<file path="src/rtl/sll_iter.sv">
//------------------------------------------------------------------------------
// sll_iter : multi-cycle logical left shifter, up to STEP bits per clock.
// Optional rotate-left mode when SLL_ITER_ROTATE_EN is defined (adds rot_i).
// Revision: 1.0
//------------------------------------------------------------------------------
`default_nettype none

module sll_iter #(
  parameter int STEP = 1
) (
  input  logic        clk_i,
  input  logic        rst_i,
  input  logic        start_i,
  input  logic [31:0] a_i,
  input  logic [4:0]  b_i,
`ifdef SLL_ITER_ROTATE_EN
  input  logic        rot_i,
`endif
  output logic        busy_o,
  output logic        done_o,
  output logic [31:0] c_o
);

  generate
    if (!(STEP == 1 || STEP == 2 || STEP == 4 || STEP == 8 || STEP == 16)) begin : g_bad_step
      $error("sll_iter: STEP must be one of 1, 2, 4, 8, 16");
    end
  endgenerate

  localparam logic [4:0] STEP_C = 5'(STEP);

  typedef enum logic [1:0] {
    S_IDLE  = 2'd0,
    S_SHIFT = 2'd1,
    S_DONE  = 2'd2
  } state_t;

  state_t      state_q;
  logic [31:0] acc_q;
  logic [4:0]  cnt_q;
  logic [31:0] c_q;
`ifdef SLL_ITER_ROTATE_EN
  logic        rot_q;
`endif

  logic [4:0]  amt;
  logic [31:0] shl;
  logic [31:0] acc_d;
  logic [4:0]  cnt_d;

  // Never shift more than remains, so cnt cannot underflow.
  assign amt   = (cnt_q < STEP_C) ? cnt_q : STEP_C;
  assign shl   = acc_q << amt;
  assign cnt_d = cnt_q - amt;

`ifdef SLL_ITER_ROTATE_EN
  // amt is never 0 in SHIFT; the >>32 case yields 0 harmlessly anyway.
  assign acc_d = rot_q ? (shl | (acc_q >> (6'd32 - {1'b0, amt}))) : shl;
`else
  assign acc_d = shl;
`endif

  always_ff @(posedge clk_i or posedge rst_i) begin
    if (rst_i) begin
      state_q <= S_IDLE;
      acc_q   <= 32'd0;
      cnt_q   <= 5'd0;
      c_q     <= 32'd0;
`ifdef SLL_ITER_ROTATE_EN
      rot_q   <= 1'b0;
`endif
    end else begin
      case (state_q)
        S_IDLE: begin
          if (start_i) begin
            acc_q <= a_i;
            cnt_q <= b_i;
`ifdef SLL_ITER_ROTATE_EN
            rot_q <= rot_i;
`endif
            if (b_i == 5'd0) begin
              c_q     <= a_i;
              state_q <= S_DONE;
            end else begin
              state_q <= S_SHIFT;
            end
          end
        end
        S_SHIFT: begin
          acc_q <= acc_d;
          cnt_q <= cnt_d;
          if (cnt_d == 5'd0) begin
            c_q     <= acc_d;
            state_q <= S_DONE;
          end
        end
        S_DONE: begin
          state_q <= S_IDLE;
        end
        default: begin
          state_q <= S_IDLE;
        end
      endcase
    end
  end

  assign busy_o = (state_q != S_IDLE);
  assign done_o = (state_q == S_DONE);
  assign c_o    = c_q;

endmodule

`default_nettype wire
</file>
<file path="config.mk">
export PLATFORM = sky130hd
export DESIGN_NAME = sll_iter
export DESIGN_NICKNAME = d
export VERILOG_FILES = /design/src/rtl/sll_iter.sv
export SDC_FILE = /design/constraint.sdc
export NUM_CORES = 1
export LEC_CHECK = 0
export CAP_MARGIN = 20
export CORE_MARGIN = 2
export CORE_UTILIZATION = 39
export CTS_CLUSTER_DIAMETER = 60
export CTS_CLUSTER_SIZE = 40
export DETAILED_ROUTE_END_ITERATION = 10
export GPL_ROUTABILITY_DRIVEN = 0
export PLACE_DENSITY = 0.66
export SETUP_SLACK_MARGIN = 0.05
export SLEW_MARGIN = 20
export SYNTH_ARGS = -nofsm -noshare
export SYNTH_HDL_FRONTEND = slang
export SYNTH_SLANG_ARGS = --single-unit
</file>
<file path="constraint.sdc">
create_clock -name clk_i -period 2.6 [get_ports clk_i]
set_input_delay 0.39 -clock clk_i [delete_from_list [all_inputs] [get_ports clk_i]]
set_output_delay 0.39 -clock clk_i [all_outputs]
set_load 0.01 [all_outputs]
</file>
==> metrics <==
status=finished clean; DP HPWL=~5600 µm; WHS=around 0.3 ns; highest-delay cell along the critical path=dfrtp_1; top-area cell type share of the netlist area=0.495; Cell Area, Placed=between 4000 and 5000 µm²; Inst Count DP=514; Initial Util=0.396; Clk pwr share=0.133; reg-to-reg slack, setup=between 0.1 and 0.15 ns; maximum vdd ir drop=554 µV; Setup crit start=cnt_q[4]$_DFFE_PP0P_; initial antenna violation count=0; worst r2r src=cnt_q[4]$_DFFE_PP0P_; Power per Cell Area=between 1000 and 1500 nW/µm²; Worst Setup Start Kind=flip-flop; # diodes=0; Hold WC Path Type=primary input to async pin; core area=slightly above 9000 µm²; Final Hold Viols=0; Cells after Synth=~350; die area=around 10000 µm²; clock root cell=clkbuf_8; final setup fails=0; library cells used by synthesis=33; Worst Setup Slack, final=between 0.1 and 0.15 ns; WL/cell=~16 µm; layout cells sized above 1=0.253; Setup TNS=0 ns; area leader, netlist=dfrtp_1; DRC violations left=0; first-pass GRT wire length=between 10000 and 15000 µm; Post-synth top flop=dfrtp_1; Place WS=around 0.12 ns; YS warnings=0; CTS Buf Count=9; top cells by count, synth=dfrtp_1 (71), mux2_2 (63), o21ai_0 (37), nor2_1 (36), a31oi_1 (34); combinational share of power=0.539; critical path's top delay family=simple AND/OR/NAND/NOR gates; Non-Filler Instances=530; routed wire length=about 8700 µm; crit path time final=between 2 and 2.5 ns; sequential fraction of design power=0.328; max cap viols=0; Vias per Instance=about 5.6; sink count of the clock tree=~70; GRT Overall Usage=0.184; IO Pins=74; clk_skew=between 0.01 and 0.015 ns; Site Rows=35; arrival time at the worst endpoint=between 2 and 3 ns; internal power=between 3 and 4 mW; largest cells by area after synthesis=dfrtp_1 (49%), mux2_2 (20%), a31oi_1 (5.9%), o21ai_0 (5.2%), a21oi_1 (4.6%); post-synthesis async set-or-reset flop share=1.00; f_max=0.405 GHz; number of global-route vias before repair=between 3000 and 4000; Mean Syn Cell Area=about 10 µm²; worst slew pin tran=~0.45 ns; footprint of the multi-input gates=around 1700 µm²; clock latency on the worst-skew pair=between 0.3 and 0.4 ns; EDFF count, synth=0; Die X=approximately 100 µm; clock slew at reported path FFs=0.08 ns; CTS Buffer Depth=2; synthesized area=3590 µm²; sum of buffers and inverters on the critical path=2; register area share after synthesis=0.495; NetSw=roughly 2.5 mW; Port Buffer Count=73; Synth Register Bits=around 70; DRT iter0 DRCs=between 150 and 200; Tcrit/Tclk final=0.950; highest net fanout along the worst path=13; max_slew headroom=0.703; leakage=~1.8 nW; Finished Core Util=0.518; Filler cells=slightly above 800; WS Path Type=flip-flop to flip-flop; # nets final=about 460; Syn Nets=386; Post-CTS Resized=0; die height=~100 µm; post-route ant nets=0; RSZ-0062 raised after global routing=yes; area grow syn2layout=30.8%; Critical Path Max Stage Delay=about 0.38 ns; final max-slew violation count=0; CTS tree=yes; Reg area=approximately 1800 µm²; postcts setup bufs=0; switching share of power=0.385; Design Power=~6.4 mW; fin area=~4700 µm²; H-tree levels=3; CP required=roughly 2.8 ns; largest net degree at the start of global routing=60; Via Count=approximately 3000; top-count cell post-synth=dfrtp_1; drt pass-1 iters=4; critical-path cell list=or2_4 > o31ai_4 > ha_2 > inv_2 > or3_4 > a211oi_4 > buf_6 > mux2_2; CP Capture Type=flip-flop; GRT overflow=0; CTS Hold Bufs=0
-- placed cells by master, fill, tap and decap left out, types with 2 or more instances in the layout --
cell type,Yosys,final
o22a_1,2,2
a21oi_1,33,33
inv_1,7,5
nor4_1,2,2
nand2b_1,2,2
a21o_1,2,2
clkbuf_8,0,9
o21ai_0,37,37
inv_2,0,2
buf_6,3,2
buf_4,0,11
nor3_1,3,2
dfrtp_1,71,71
a31oi_1,34,34
nand3_1,3,3
nor2_1,36,35
nand2_1,4,4
buf_12,0,2
mux2_2,63,62
clkinv_2,0,5
clkdlybuf4s50_1,0,73
-- kinds of logic (layout without fill, tap and decap cells) --
family	Yosys count	in the layout	synth area share
AOI/OAI and AO/OA	116	116	0.187
DFF	71	71	0.495
muxes	64	64	0.200
and+or+nand+nor	56	56	0.0690
buffers and inverters	37	111	0.0460
adders and majority gates	1	1	0.00348
-- layout make-up --
type,instances,share of cell area
Sequential cell,71,0.378
Timing Repair Buffer,88,0.186
Inverter,7,0.00559
Clock buffer,9,0.0264
Clock inverter,7,0.0136
Multi-Input combinational cell,237,0.360
Tap cell,111,0.0296
-- power groups by stage --
stage / sequential (mW) / clock (mW) / combinational (mW)
2_1_floorplan: 2.13 / 0 / 2.24
3_3_place_gp: 2.11 / 0 / 3.40
3_5_place_dp: 2.13 / 0 / 3.47
4_1_cts: 2.11 / 0.874 / 3.48
5_1_grt: 2.20 / 0.922 / 3.80
6_report: 2.11 / 0.858 / 3.47
-- worst reg2reg max path: cells and delay by family (launching register included) --
| family | cells | cell delay (ns) |
|---|---|---|
| buffers and inverters | 2 | 0.26 |
| and+or+nand+nor | 2 | 0.61 |
| AOI/OAI and AO/OA | 2 | 0.48 |
| DFF | 1 | 0.38 |
| muxes | 1 | 0.36 |
| adders and majority gates | 1 | 0.26 |
-- state kept, by name, summed over array words and instances, names as in the netlist --
signal   flops
state_q      2
c_o         32
acc_q       32
cnt_q        5
-- path summary, 6_finish.rpt --
| path | end | depth (start not counted) |
|---|---|---|
| setup / recovery | c_o[1]$_DFFE_PP0P_ | 8 |
| hold / removal | c_o[14]$_DFFE_PP0P_ | 2 |
| setup reg to reg | c_o[1]$_DFFE_PP0P_ | 8 |
| hold reg to reg | c_o[24]$_DFFE_PP0P_ | 1 |
| max in group asynchronous | c_o[26]$_DFFE_PP0P_ | 3 |
| min in group clk_i | c_o[24]$_DFFE_PP0P_ | 1 |
-- per-layer routing --
| layer | wire [µm] | part of all wire | track usage |
|---|---|---|---|
| met3 | 496 | 0.057 | 0.0341 |
| met2 | 4000 | 0.46 | 0.278 |
| met4 | 107 | 0.012 | 0.0759 |
| met5 | 0 | 0 | 0 |
| met1 | 4050 | 0.47 | 0.263 |
No activity file was read; power rests on OpenSTA's default activity.
==> edit 1 (config.mk and constraints unchanged) <==
Re-encode `state_t` (3 states) as one-hot, 3 bits wide.
--- a/src/rtl/sll_iter.sv
+++ b/src/rtl/sll_iter.sv
@@ -31,6 +31,6 @@
 
-  typedef enum logic [1:0] {
-    S_IDLE  = 2'd0,
-    S_SHIFT = 2'd1,
-    S_DONE  = 2'd2
+  typedef enum logic [2:0] {
+    S_IDLE  = 3'b001,
+    S_SHIFT = 3'b010,
+    S_DONE  = 3'b100
   } state_t;
Function: same outputs for any inputs over 10 cycles, from zero or initial values and one cycle with rst_i high; not proved beyond that.
==> edit 1 against the original RTL <==
  * Final area rose by 1.6%
  * Worst setup slack improved by 190 ps
  * Synthesized area up 5.4%
  * Synthesized cell count fell by 1.2%
  * Largest cell class unchanged
  * Sequential cell count increased by 1
  * Wire length rose by 5.0%
  * Total power down 14%
  * Critical path type is now reg2out
==> edit 1: results (changes against the original RTL) <==
{| class="wikitable"
! Metric !! Value
|-
| Outcome || complete, no violations (unchanged)
|-
| Post-synthesis sequential area ratio || 47.6% (was 49.5%)
|-
| Worst-path maximum fanout || 7 (was 13)
|-
| Detailed placement HPWL || 5.90 mm (was 5.55 mm)
|-
| Routed via count divided by cell count || 5.42 (was 5.58)
|-
| Reg2reg start || cnt_q[1] (was cnt_q[4])
|-
| Mean post-synth cell area || 11.1 µm² (was 10.4 µm²)
|-
| Worst clock skew on the final layout || 7.67 ps (was 10.0 ps)
|-
| Maximum vdd drop || 0.000432 V (was 0.000554 V)
|-
| Violation count after the first detailed-routing iteration || 141 (was 176)
|-
| Wire length of the first global-routing pass || 14.6 mm (was 14.8 mm)
|-
| Cell Count Post-Placement || 527 (was 514)
|-
| Post-synthesis cell type count || 39 (was 33)
|-
| Biggest area contributors in the synthesized netlist || sky130_fd_sc_hd__dfrtp_1 47%, sky130_fd_sc_hd__mux2_4 12%, sky130_fd_sc_hd__mux2_2 10% (was sky130_fd_sc_hd__dfrtp_1 49%, sky130_fd_sc_hd__mux2_2 20%, sky130_fd_sc_hd__a31oi_1 5.9%)
|-
| Vias in the first global route || 2957 (was 3107)
|-
| CP startpoint || state_q[0] (was cnt_q[4])
|-
| Overall via count from detail_route || 2937 (was 2958)
|-
| Fraction of final layout cells sized beyond drive strength 1 || 24.5% (was 25.3%)
|-
| Post-Syn Nets || 382 (was 386)
|-
| Wire length per cell || 16.8 µm (was 16.3 µm)
|-
| Worst Path Arrival || 1890 ps (was 2700 ps)
|-
| Final net count || 450 (was 455)
|-
| Total routing usage reported by global routing || 18.1% (was 18.4%)
|-
| Largest net degree at the start of global routing || 37 (was 60)
|-
| Remaining max-slew budget at the tightest pin || 57.9% (was 70.3%)
|-
| Standard cell with the maximum stage delay on the critical path || sky130_fd_sc_hd__dfstp_2 (was sky130_fd_sc_hd__dfrtp_1)
|}
[edit 1: routing by layer]
layer	part of all wire, %	track usage, %
met1	45	24.2
met2	48	29.4
met3	6.4	4.20
met4	1.2	5.44
met5	0	0
[edit 1: worst register-to-register path: cells and delay by family, from the launching register on]
| family | cells | cell delay (ps) |
|---|---|---|
| buffers and inverters | 1 | 260 |
| adders and majority gates | 1 | 230 |
| and+or+nand+nor | 2 | 420 |
| DFF | 1 | 470 |
| muxes | 1 | 330 |
| AOI/OAI and AO/OA | 2 | 360 |
[edit 1: final timing paths]
| check | slack [ps] | end | cells past startpoint |
|---|---|---|---|
| max in group asynchronous | 1500 | state_q[0] | 3 |
| min in group clk_i | 510 | c_o[21] | 1 |
| worst min register to register | 510 | c_o[21] | 1 |
| worst max-delay path | 320 | busy_o | 2 |
| worst min-delay path | 450 | acc_q[27] | 2 |
| worst max register to register | 420 | c_o[5] | 7 |
[edit 1: through the flow]
| stage | instance area [µm²] | utilization, % | setup WS [ps] |
|---|---|---|---|
| floorplan | 3780 | - | 222 |
| global route | 4770 | 51.2 | 260 |
| global placement | 4620 | 49.5 | 240 |
| finish | 4770 | 51.2 | 318 |
| CTS | 4770 | 51.2 | 308 |
| detailed placement | 4620 | 49.5 | 233 |
[edit 1: kinds of logic (layout without fill, tap and decap cells)]
group	count (synthesis)	in the layout	share of synthesized area [%]
and+or+nand+nor	59	59	7.77
DFF	72	72	47.6
AOI/OAI and AO/OA	112	112	16.5
buffers and inverters	33	105	5.82
muxes	64	64	21.9
adders and majority gates	1	1	0.331
[edit 1: final cells by class]
type,instances,share of cell area (%)
Sequential cell,72,37.8
Clock inverter,4,0.472
Clock buffer,11,2.75
Multi-Input combinational cell,236,37.2
Timing Repair Buffer,85,18.0
Tap cell,129,3.38
Inverter,5,0.393
[edit 1: report_power, final]
group	switching [mW]	internal [mW]	leakage, nW
clock	0.409	0.337	0.0789
combinational	1.20	1.47	1.01
sequential	0.433	1.69	0.844
==> edit 2 (config.mk and constraints unchanged) <==
Made on the original files. Add a define of `SLL_ITER_ROTATE_EN`.
--- a/src/rtl/sll_iter.sv
+++ b/src/rtl/sll_iter.sv
@@ -6,2 +6,4 @@
 `default_nettype none
+
+`define SLL_ITER_ROTATE_EN
 
Interface: changed (added rot_i); port bits go from 74 to 75. The function was not compared with the original's and may differ.
==> edit 2 against the original RTL <==
  * Sequential cell count is 1 higher
  * Synthesized area increased by 15%
  * First-iteration DRC count increased by 47%
  * Wire length is 21% higher
  * Worst setup slack better by 88 ps
  * Clock skew fell by 3.2 ps
  * Via count is 17% higher
  * Critical path type unchanged
  * Final area grew 9.7%
  * Cell count grew 22%
  * Total power shrank 0.53%
  * Die area is 15% higher
  * Critical endpoint is now acc_q[0]
==> edit 2: results (changes against the original RTL) <==
{| class="wikitable"
! Metric !! Value
|-
| Outcome || complete, no violations (unchanged)
|-
| Maximum vdd drop || 0.000466 V (was 0.000554 V)
|-
| Total leakage power || 2.09 nW (was 1.85 nW)
|-
| Tightest hold margin || 451 ps (was 300 ps)
|-
| Worst-path maximum fanout || 10 (was 13)
|-
| Fraction of final layout cells sized beyond drive strength 1 || 16.7% (was 25.3%)
|-
| Peak per-stage delay on the critical path || 460 ps (was 380 ps)
|-
| Worst Path Arrival || 2620 ps (was 2700 ps)
|-
| Comb pwr share || 50.2% (was 53.9%)
|-
| Sum of routed wire length over all layers || 10.5 mm (was 8.65 mm)
|-
| Clock network fraction of design power || 14.4% (was 13.3%)
|-
| Power consumed by sequential cells || 2.26 mW (was 2.11 mW)
|-
| Remaining max-slew budget at the tightest pin || 60.8% (was 70.3%)
|-
| Routed via count divided by cell count || 5.37 (was 5.58)
|-
| Cell class contributing the biggest share of worst-path delay || compound AO/OA/AOI/OAI gates (was simple AND/OR/NAND/NOR gates)
|-
| Number of port buffers || 74 (was 73)
|-
| Largest net degree at the start of global routing || 73 (was 60)
|-
| Total routing usage reported by global routing || 19.0% (was 18.4%)
|-
| Worst reg-to-reg setup slack || 220 ps (was 130 ps)
|-
| Post-synthesis sequential area ratio || 43.5% (was 49.5%)
|-
| R2r endpoint || acc_q[0] (was c_o[1])
|-
| FF-to-FF path depth || 9 (was 8)
|-
| Reg2reg start || cnt_q[1] (was cnt_q[4])
|-
| Internal power consumption || 3.80 mW (was 3.95 mW)
|-
| Instance area after placement || 4950 µm² (was 4500 µm²)
|-
| Biggest area contributors in the synthesized netlist || sky130_fd_sc_hd__dfrtp_1 44%, sky130_fd_sc_hd__nand2_1 5.3%, sky130_fd_sc_hd__mux2i_1 5.1% (was sky130_fd_sc_hd__dfrtp_1 49%, sky130_fd_sc_hd__mux2_2 20%, sky130_fd_sc_hd__a31oi_1 5.9%)
|-
| Wire length of the first global-routing pass || 17.4 mm (was 14.8 mm)
|-
| Violation count after the first detailed-routing iteration || 258 (was 176)
|-
| Worst clock skew on the final layout || 6.86 ps (was 10.0 ps)
|-
| Pre-CTS setup slack || 226 ps (was 116 ps)
|-
| Post-synthesis cell type count || 53 (was 33)
|-
| Top cells by instance count after synthesis || 72 x sky130_fd_sc_hd__dfrtp_1, 59 x sky130_fd_sc_hd__nand2_1, 53 x sky130_fd_sc_hd__nor2_1 (was 71 x sky130_fd_sc_hd__dfrtp_1, 63 x sky130_fd_sc_hd__mux2_2, 37 x sky130_fd_sc_hd__o21ai_0)
|}
## edit 2: cell types whose count changed after synthesis, moves of 19 or more
cell / before / now
sky130_fd_sc_hd__mux2_2: 63 / 18
sky130_fd_sc_hd__a31oi_1: 34 / 11
sky130_fd_sc_hd__nand2_1: 4 / 59
sky130_fd_sc_hd__o22ai_1: 1 / 24
sky130_fd_sc_hd__a21oi_1: 33 / 14
sky130_fd_sc_hd__mux2i_1: 1 / 21
## edit 2: routing by layer
metal	GRT usage [%]	part of all wire, %	wire (µm)
met4	7.61	2.5	258
met2	29.8	47	4890
met5	0	0	0
met3	3.16	4.2	436
met1	26.1	47	4910
## edit 2: per-stage QoR
step	std cells	util, %
floorplan	440	-
global placement	629	47.9
detailed placement	629	47.9
CTS	645	49.9
global route	645	50.0
finish	645	50.0
## edit 2: worst max-delay path by stage
stage             start        to  slack, ps  cells after the start
2_1_floorplan  cnt_q[2]  acc_q[6]        170                     13
3_3_place_gp     b_i[1]    c_o[0]        250                      7
3_5_place_dp     b_i[1]    c_o[0]        230                      7
4_1_cts        cnt_q[3]  acc_q[0]        210                      9
5_1_grt        cnt_q[1]  acc_q[0]         60                      9
6_report       cnt_q[1]  acc_q[0]        220                      9
## edit 2: logic make-up (layout without fill, tap and decap cells)
kind of cell             count (synthesis)  after routing  synth area share [%]
AO/OA/AOI/OAI                          140            140                  23.3
adder cells (fa/ha/maj)                  2              2                 0.604
buffers and inverters                   43            112                  6.47
flip-flops                              72             72                  43.5
multiplexers                            43             43                  11.4
other                                    1              1                0.0905
AND/OR/NAND/NOR                        139            139                  14.7
## edit 2: final cells by class
cell class	instances	area [µm²]
Sequential cell	72	1800
Clock buffer	11	151
Multi-Input combinational cell	325	2070
Inverter	7	26.3
Fill cell	964	5170
Clock inverter	5	55.1
Tap cell	136	170
Timing Repair Buffer	89	878
